File: src/rtl/emif_amm_mport_arb.sv
// Multi-port Avalon-MM arbiter in front of an EMIF controller: round-robin grant,
// write-burst locking, read-tag FIFO for response routing. Optional perf counters via EMIF_ARB_PERF_EN.
module emif_amm_mport_arb #(
    parameter int NPORTS    = 4,
    parameter int DATA_W    = 128,
    parameter int ADDR_W    = 27,
    parameter int BURST_W   = 7,
    parameter int TAG_DEPTH = 16
) (
    input  logic                        emif_usr_clk,
    input  logic                        emif_usr_reset_n,
    input  logic [NPORTS-1:0]           s_read,
    input  logic [NPORTS-1:0]           s_write,
    input  logic [NPORTS*ADDR_W-1:0]    s_address,
    input  logic [NPORTS*DATA_W-1:0]    s_writedata,
    input  logic [NPORTS*DATA_W/8-1:0]  s_byteenable,
    input  logic [NPORTS*BURST_W-1:0]   s_burstcount,
    output logic [NPORTS-1:0]           s_ready,
    output logic [DATA_W-1:0]           s_readdata,
    output logic [NPORTS-1:0]           s_readdatavalid,
    input  logic                        amm_ready,
    output logic                        amm_read,
    output logic                        amm_write,
    output logic [ADDR_W-1:0]           amm_address,
    output logic [DATA_W-1:0]           amm_writedata,
    output logic [DATA_W/8-1:0]         amm_byteenable,
    output logic [BURST_W-1:0]          amm_burstcount,
    input  logic [DATA_W-1:0]           amm_readdata,
    input  logic                        amm_readdatavalid,
`ifdef EMIF_ARB_PERF_EN
    input  logic                        perf_clr,
    output logic [NPORTS*32-1:0]        perf_grant_cnt,
`endif
    output logic                        err_orphan
);

    localparam int PW   = $clog2(NPORTS);
    localparam int TW   = $clog2(TAG_DEPTH);
    localparam int BE_W = DATA_W / 8;

    typedef enum logic {
        ARB_OPEN,
        ARB_LOCKED
    } arb_state_t;

    arb_state_t state, next_state;

    logic [PW-1:0]      rr_ptr;
    logic [PW-1:0]      lock_port;
    logic [BURST_W-1:0] beat_cnt;

    logic [PW-1:0]      tag_port [TAG_DEPTH];
    logic [BURST_W-1:0] tag_cnt  [TAG_DEPTH];
    logic [TW-1:0]      rd_ptr;
    logic [TW-1:0]      wr_ptr;
    logic [TW:0]        tag_count;

    logic               tag_full;
    logic               tag_empty;
    logic [NPORTS-1:0]  eligible;
    logic [PW-1:0]      cand;
    logic [PW-1:0]      grant;
    logic               grant_vld;
    logic [BURST_W-1:0] g_bc_raw;
    logic [BURST_W-1:0] g_bc;
    logic               write_accept;
    logic               read_accept;
    logic               first_beat;
    logic               last_write;
    logic [PW-1:0]      head_port;
    logic [BURST_W-1:0] head_cnt;
    logic               rvalid_route;
    logic               push;
    logic               pop;

    always_ff @(posedge emif_usr_clk or negedge emif_usr_reset_n) begin
        if (!emif_usr_reset_n) begin
            state <= ARB_OPEN;
        end else begin
            state <= next_state;
        end
    end

    // Grant selection, command mux and burst-lock transitions; reads are hidden while the tag FIFO is full
    always_comb begin
        tag_full     = (tag_count == (TW+1)'(TAG_DEPTH));
        tag_empty    = (tag_count == '0);
        eligible     = s_write | (s_read & {NPORTS{~tag_full}});
        next_state   = state;
        grant        = '0;
        grant_vld    = 1'b0;
        cand         = '0;

        if (state == ARB_LOCKED) begin
            grant     = lock_port;
            grant_vld = s_write[lock_port];
        end else begin
            for (int i = 0; i < NPORTS; i++) begin
                cand = PW'((int'(rr_ptr) + i) % NPORTS);
                if (!grant_vld && eligible[cand]) begin
                    grant     = cand;
                    grant_vld = 1'b1;
                end
            end
        end

        if (!emif_usr_reset_n) begin
            grant_vld = 1'b0;
        end

        g_bc_raw = s_burstcount[int'(grant)*BURST_W +: BURST_W];
        g_bc     = (g_bc_raw == '0) ? BURST_W'(1) : g_bc_raw;

        amm_write      = grant_vld & s_write[grant];
        amm_read       = grant_vld & ~s_write[grant];
        amm_address    = s_address[int'(grant)*ADDR_W +: ADDR_W];
        amm_writedata  = s_writedata[int'(grant)*DATA_W +: DATA_W];
        amm_byteenable = s_byteenable[int'(grant)*BE_W +: BE_W];
        amm_burstcount = g_bc;

        s_ready        = '0;
        s_ready[grant] = grant_vld & amm_ready;

        write_accept = amm_ready & amm_write;
        read_accept  = amm_ready & amm_read;
        first_beat   = write_accept & (state == ARB_OPEN);
        last_write   = write_accept &
                       ((state == ARB_OPEN) ? (g_bc == BURST_W'(1)) : (beat_cnt == BURST_W'(1)));

        if (first_beat && g_bc != BURST_W'(1)) begin
            next_state = ARB_LOCKED;
        end else if (state == ARB_LOCKED && last_write) begin
            next_state = ARB_OPEN;
        end
    end

    always_ff @(posedge emif_usr_clk or negedge emif_usr_reset_n) begin
        if (!emif_usr_reset_n) begin
            rr_ptr    <= '0;
            lock_port <= '0;
            beat_cnt  <= '0;
        end else begin
            if (read_accept || last_write) begin
                rr_ptr <= (grant == PW'(NPORTS-1)) ? '0 : grant + PW'(1);
            end
            if (first_beat && g_bc != BURST_W'(1)) begin
                lock_port <= grant;
                beat_cnt  <= g_bc - BURST_W'(1);
            end else if (state == ARB_LOCKED && write_accept) begin
                beat_cnt  <= beat_cnt - BURST_W'(1);
            end
        end
    end

    // Read responses return in order, so the FIFO head always owns the current beat
    always_comb begin
        head_port    = tag_port[rd_ptr];
        head_cnt     = tag_cnt[rd_ptr];
        rvalid_route = amm_readdatavalid & ~tag_empty;
        push         = read_accept;
        pop          = rvalid_route & (head_cnt == BURST_W'(1));

        s_readdata                 = amm_readdata;
        s_readdatavalid            = '0;
        s_readdatavalid[head_port] = rvalid_route;
    end

    always_ff @(posedge emif_usr_clk or negedge emif_usr_reset_n) begin
        if (!emif_usr_reset_n) begin
            rd_ptr     <= '0;
            wr_ptr     <= '0;
            tag_count  <= '0;
            err_orphan <= 1'b0;
        end else begin
            if (push) begin
                wr_ptr <= wr_ptr + TW'(1);
            end
            if (pop) begin
                rd_ptr <= rd_ptr + TW'(1);
            end
            case ({push, pop})
                2'b10:   tag_count <= tag_count + (TW+1)'(1);
                2'b01:   tag_count <= tag_count - (TW+1)'(1);
                default: tag_count <= tag_count;
            endcase
            if (amm_readdatavalid && tag_empty) begin
                err_orphan <= 1'b1;
            end
        end
    end

    // Push never lands on the head slot: that would need a full FIFO, where reads are masked
    always_ff @(posedge emif_usr_clk) begin
        if (push) begin
            tag_port[wr_ptr] <= grant;
            tag_cnt[wr_ptr]  <= g_bc;
        end
        if (rvalid_route && !pop) begin
            tag_cnt[rd_ptr] <= head_cnt - BURST_W'(1);
        end
    end

`ifdef EMIF_ARB_PERF_EN
    logic        cmd_accept;
    logic [31:0] perf_cnt [NPORTS];

    assign cmd_accept = read_accept | first_beat;

    // A write burst is counted once, on its first beat
    always_ff @(posedge emif_usr_clk or negedge emif_usr_reset_n) begin
        if (!emif_usr_reset_n) begin
            for (int p = 0; p < NPORTS; p++) begin
                perf_cnt[p] <= '0;
            end
        end else begin
            for (int p = 0; p < NPORTS; p++) begin
                if (perf_clr) begin
                    perf_cnt[p] <= '0;
                end else if (cmd_accept && grant == PW'(p) && perf_cnt[p] != 32'hFFFF_FFFF) begin
                    perf_cnt[p] <= perf_cnt[p] + 32'd1;
                end
            end
        end
    end

    always_comb begin
        perf_grant_cnt = '0;
        for (int p = 0; p < NPORTS; p++) begin
            perf_grant_cnt[p*32 +: 32] = perf_cnt[p];
        end
    end
`endif

endmodule

File: config.mk
export PLATFORM = sky130hd
export DESIGN_NAME = emif_amm_mport_arb
export DESIGN_NICKNAME = d
export VERILOG_FILES = /design/src/rtl/emif_amm_mport_arb.sv
export SDC_FILE = /design/constraint.sdc
export NUM_CORES = 1
export LEC_CHECK = 0
export ABC_AREA = 1
export CAP_MARGIN = 20
export CORE_AREA = 3 3 450 452
export DETAILED_ROUTE_END_ITERATION = 7
export DIE_AREA = 0 0 453 455
export PLACE_DENSITY_LB_ADDON = 0.08
export SLEW_MARGIN = 30
export SYNTH_ARGS = -nofsm -noshare
export SYNTH_HDL_FRONTEND = slang
export SYNTH_SLANG_ARGS = --single-unit
File: constraint.sdc
create_clock -name emif_usr_clk -period 3.45 [get_ports emif_usr_clk]
set_clock_uncertainty 0.2 [all_clocks]
set_input_delay 0.345 -clock emif_usr_clk [delete_from_list [all_inputs] [get_ports emif_usr_clk]]
set_output_delay 0.345 -clock emif_usr_clk [all_outputs]
set_load 0.005 [all_outputs]
==> summary.md <==
| Metric | Value |
|---|---|
| Status | finished, violations left |
| Failing checks | negative setup slack |
| Starting Density | 7.700% |
| Filler cell count | 22310 |
| IO Count | 1169 |
| Met2 Wirelength | 94030 um |
| Routed vias | 22590 |
| Crit path from | tag_count[1]$_DFFE_PN0P_ |
| Layout area overhead | 147.9% |
| RSZ-0062 raised after global routing | true |
| Net Sw Frac | 48.62% |
| VDD IR max | 0.4857 mV |
| Max FO, Critical Path | 7 |
| R2R depth | 28 |
| Crit path kind | register to register |
| Reg2reg end | tag_cnt[3][3]$_DFFE_PP_ |
| WHS | 136.6 ps |
| Final Hold Fails | 0 |
| Post-synth EDFFs | 144 |
| Fin worst setup slack | -653.2 ps |
| Synth cell types | 45 |
| Crit path top cell by count | buf_4 |
| Routed wire per std cell | 32.62 um |
| Fin crit share | 118.9% |
| R2r setup slk | -650 ps |
| CP endpoint | tag_cnt[3][3]$_DFFE_PP_ |
| First-pass DRT Iterations | 5 |
| Max H-tree Level | 4 |
| DR vias/cell | 3.657 |
| Critical Path RT | 3440 ps |
| DRT Wirelength | 201400 um |
| Gr ovfl total | 0 |
| Slew HR | 50.36% |
| Power per cell area | 1325 nW/um2 |
| Switching power total | 24500 uW |
| Synthesized instance count | 2203 |
| Top sig layer | met5 |
| Critical Path Source Type | register |
| Largest net degree at the start of global routing | 31 |
| Wl on met1 | 86170 um |
| Post-Place Cells | 5846 |
| Wire length on met3 | 16180 um |
| Synth area leader | edfxtp_1 |
| Hold Path Class | primary input to async pin |
| Combinational Power Share | 88.8% |
| Max_cap viols | 0 |
| Post-route ant nets | 0 |
| Clock network power share | 4.6% |
| Slew Limit Fails | 0 |
| Post-Syn Area per Cell | 6.964 um2 |
| Die H | 455 um |
| Max Root-Sink Buffers | 2 |
| # clock sinks | 170 |
| Clock root buffer | clkbuf_16 |
| Internal cell power | 25900 uW |
| DP Worst Slack | -1241 ps |
| Reg-to-Reg Start | tag_count[1]$_DFFE_PN0P_ |
| DRC violations left | 0 |
| Synth Register Bits | 170 |
| Setup violators final | 441 |
| Total GRT Usage | 18.49% |
| Tmin final | 4103 ps |
| Clock transition at the registers of the reported paths | 80 ps |
| Site Rows | 164 |
| HPWL Detailed | 165700 um |
| Clk Latency, worst-skew pair | 490 ps |
| Setup crit end kind | register |
| Main synth FF type | edfxtp_1 |
| Number of global-route vias before repair | 22830 |
| Die width | 453 um |
| TritonCTS clock tree | yes |
| Die area | 206100 um2 |
| Share of post-route cells with drive strength above 1 | 41.17% |
| Hold buffer count at CTS | 0 |
| Antenna violations before repair | 148 |
| YS warnings | 0 |
| Syn_nets | 3078 |
| IO buf count | 912 |
| Leakage | 0.01378 uW |
| Sequential-to-total area share from yosys stat | 32.43% |
| Ys async rst share | 15.29% |
| Num CTS Buffers | 17 |
| Syn Std Cell Area | 15340 um2 |
| Fmax | 243.7 MHz |
| CP peak stage delay | 400 ps |
| Nets | 4340 |
| First-pass GRT wire length | 247500 um |
| Worst path slowest cell | dfrtp_1 |
| Core outline area | 199200 um2 |
| Worst-margin pin slew | 742.8 ps |
| Routability cong. | 0.8791 |
| Synth top area share | 28.18% |
| Starting DRT DRC Count | 1627 |
| Fin cells | 6175 |
| CP arrival | 4100 ps |
| Largest cells by area after synthesis | edfxtp_1 28%, nor2_1 16%, o21ai_0 11%, o32ai_1 9.8%, buf_4 6.4% |
| Power share of the sequential group | 6.6% |
## cells by family after synthesis
kind of cell,count (synthesis),share of synthesized area (%)
flops,170,32.43
buf+inv,378,13.02
simple gates,1004,26.47
fa+ha+maj,23,1.925
xor+xnor,20,1.191
compound gates,608,24.97
## sequential cells by signal (all words and copies together), names as in the netlist
register and cells:
beat_cnt 7, tag_count 5, wr_ptr 4, rr_ptr 2, rd_ptr 4, tag_cnt 112
state 1, tag_port 32, err_orphan 1, lock_port 2
## repair_timing
item,in CTS,in global routing
hold endpoints to repair,0,0
setup buffers,175,99
endpoints found under the setup margin,435,464
pin swaps,121,140
gates resized for setup,1559,517
gates cloned,36,11
## layer usage
| metal | vias up | track usage, % |
|---|---|---|
| met5 | - | 0.3447 |
| met4 | 16 | 2.972 |
| met3 | 259 | 5.422 |
| met2 | 1072 | 30.72 |
| met1 | 11060 | 23.90 |
| li1 | 10180 | - |
## synthesized netlist by cell type (10+ instances only)
cell,count
dfrtp_1,26
inv_2,10
o32ai_1,171
nand2_2,11
nand4_1,14
o22ai_1,52
o21ai_1,25
nand3_1,60
xor2_1,16
inv_1,58
ha_1,22
nand2_1,247
nor2_1,645
buf_2,47
o21ai_0,332
edfxtp_1,144
clkbuf_1,107
buf_1,19
buf_4,131
## through the flow
step,setup TNS (ps),total power (uW),instance area [um2],util (%)
2_1_floorplan,0,13990,15340,-
3_3_place_gp,-240620,34260,29440,14.78
3_5_place_dp,-220670,33920,29440,14.78
4_1_cts,-191670,47010,35310,17.72
5_1_grt,-280800,53260,37970,19.06
6_report,-190650,50400,38040,19.09
## area by class of cell
type	instances	area, um2	share of cell area [%]
timing repair buffer	1548	16240	42.69
timing repair inverter	2	36.28	0.09539
clock buffer	18	429.2	1.128
tap	2656	3323	8.737
antenna	41	102.6	0.2697
multi-input combinational	1655	12370	32.53
sequential	170	4975	13.08
inverter	71	322.8	0.8487
clock inverter	14	239.0	0.6283
## worst max-delay path: cells and delay by family (launching register included)
kind / cells / cell delay, ps
and+or+nand+nor: 11 / 1110
DFF: 1 / 400
AOI/OAI and AO/OA: 1 / 200
buffers and inverters: 16 / 1900
## placed cells by master (no fill, tap or decap), types with 36 or more instances in the layout
cell type / netlist / layout
clkdlybuf4s50_1: 0 / 724
nor2_1: 645 / 441
buf_4: 131 / 356
nand2_1: 247 / 207
o21ai_0: 332 / 202
buf_6: 3 / 164
edfxtp_1: 144 / 144
buf_2: 47 / 111
nor2_4: 2 / 105
nor2_2: 4 / 105
buf_12: 0 / 88
o32ai_2: 0 / 82
o21ai_1: 25 / 71
o32ai_4: 0 / 58
inv_1: 58 / 51
o21ai_2: 9 / 50
buf_8: 0 / 50
o21ai_4: 0 / 43
o22ai_1: 52 / 43
diode_2: 0 / 41
buf_16: 0 / 36
## power groups by stage
stage	Combinational (uW)	Sequential [uW]	Clock, uW
after floorplan	10700	3290	0
after global placement	30900	3340	0
after detailed placement	30600	3340	0
after CTS	41300	3310	2420
after global routing	47400	3340	2490
final	44800	3300	2330
## worst min path at each step
stage | end | slack, ps | depth (start not counted)
2_1_floorplan | beat_cnt[0]$_DFFE_PN0P_ | -150 | 0
3_3_place_gp | err_orphan$_DFFE_PN0P_ | 290 | 1
3_5_place_dp | err_orphan$_DFFE_PN0P_ | 270 | 1
4_1_cts | rr_ptr[0]$_DFFE_PN0P_ | 110 | 2
5_1_grt | beat_cnt[1]$_DFFE_PN0P_ | 140 | 2
6_report | beat_cnt[1]$_DFFE_PN0P_ | 140 | 2
Power figures use the tool's default switching activity.
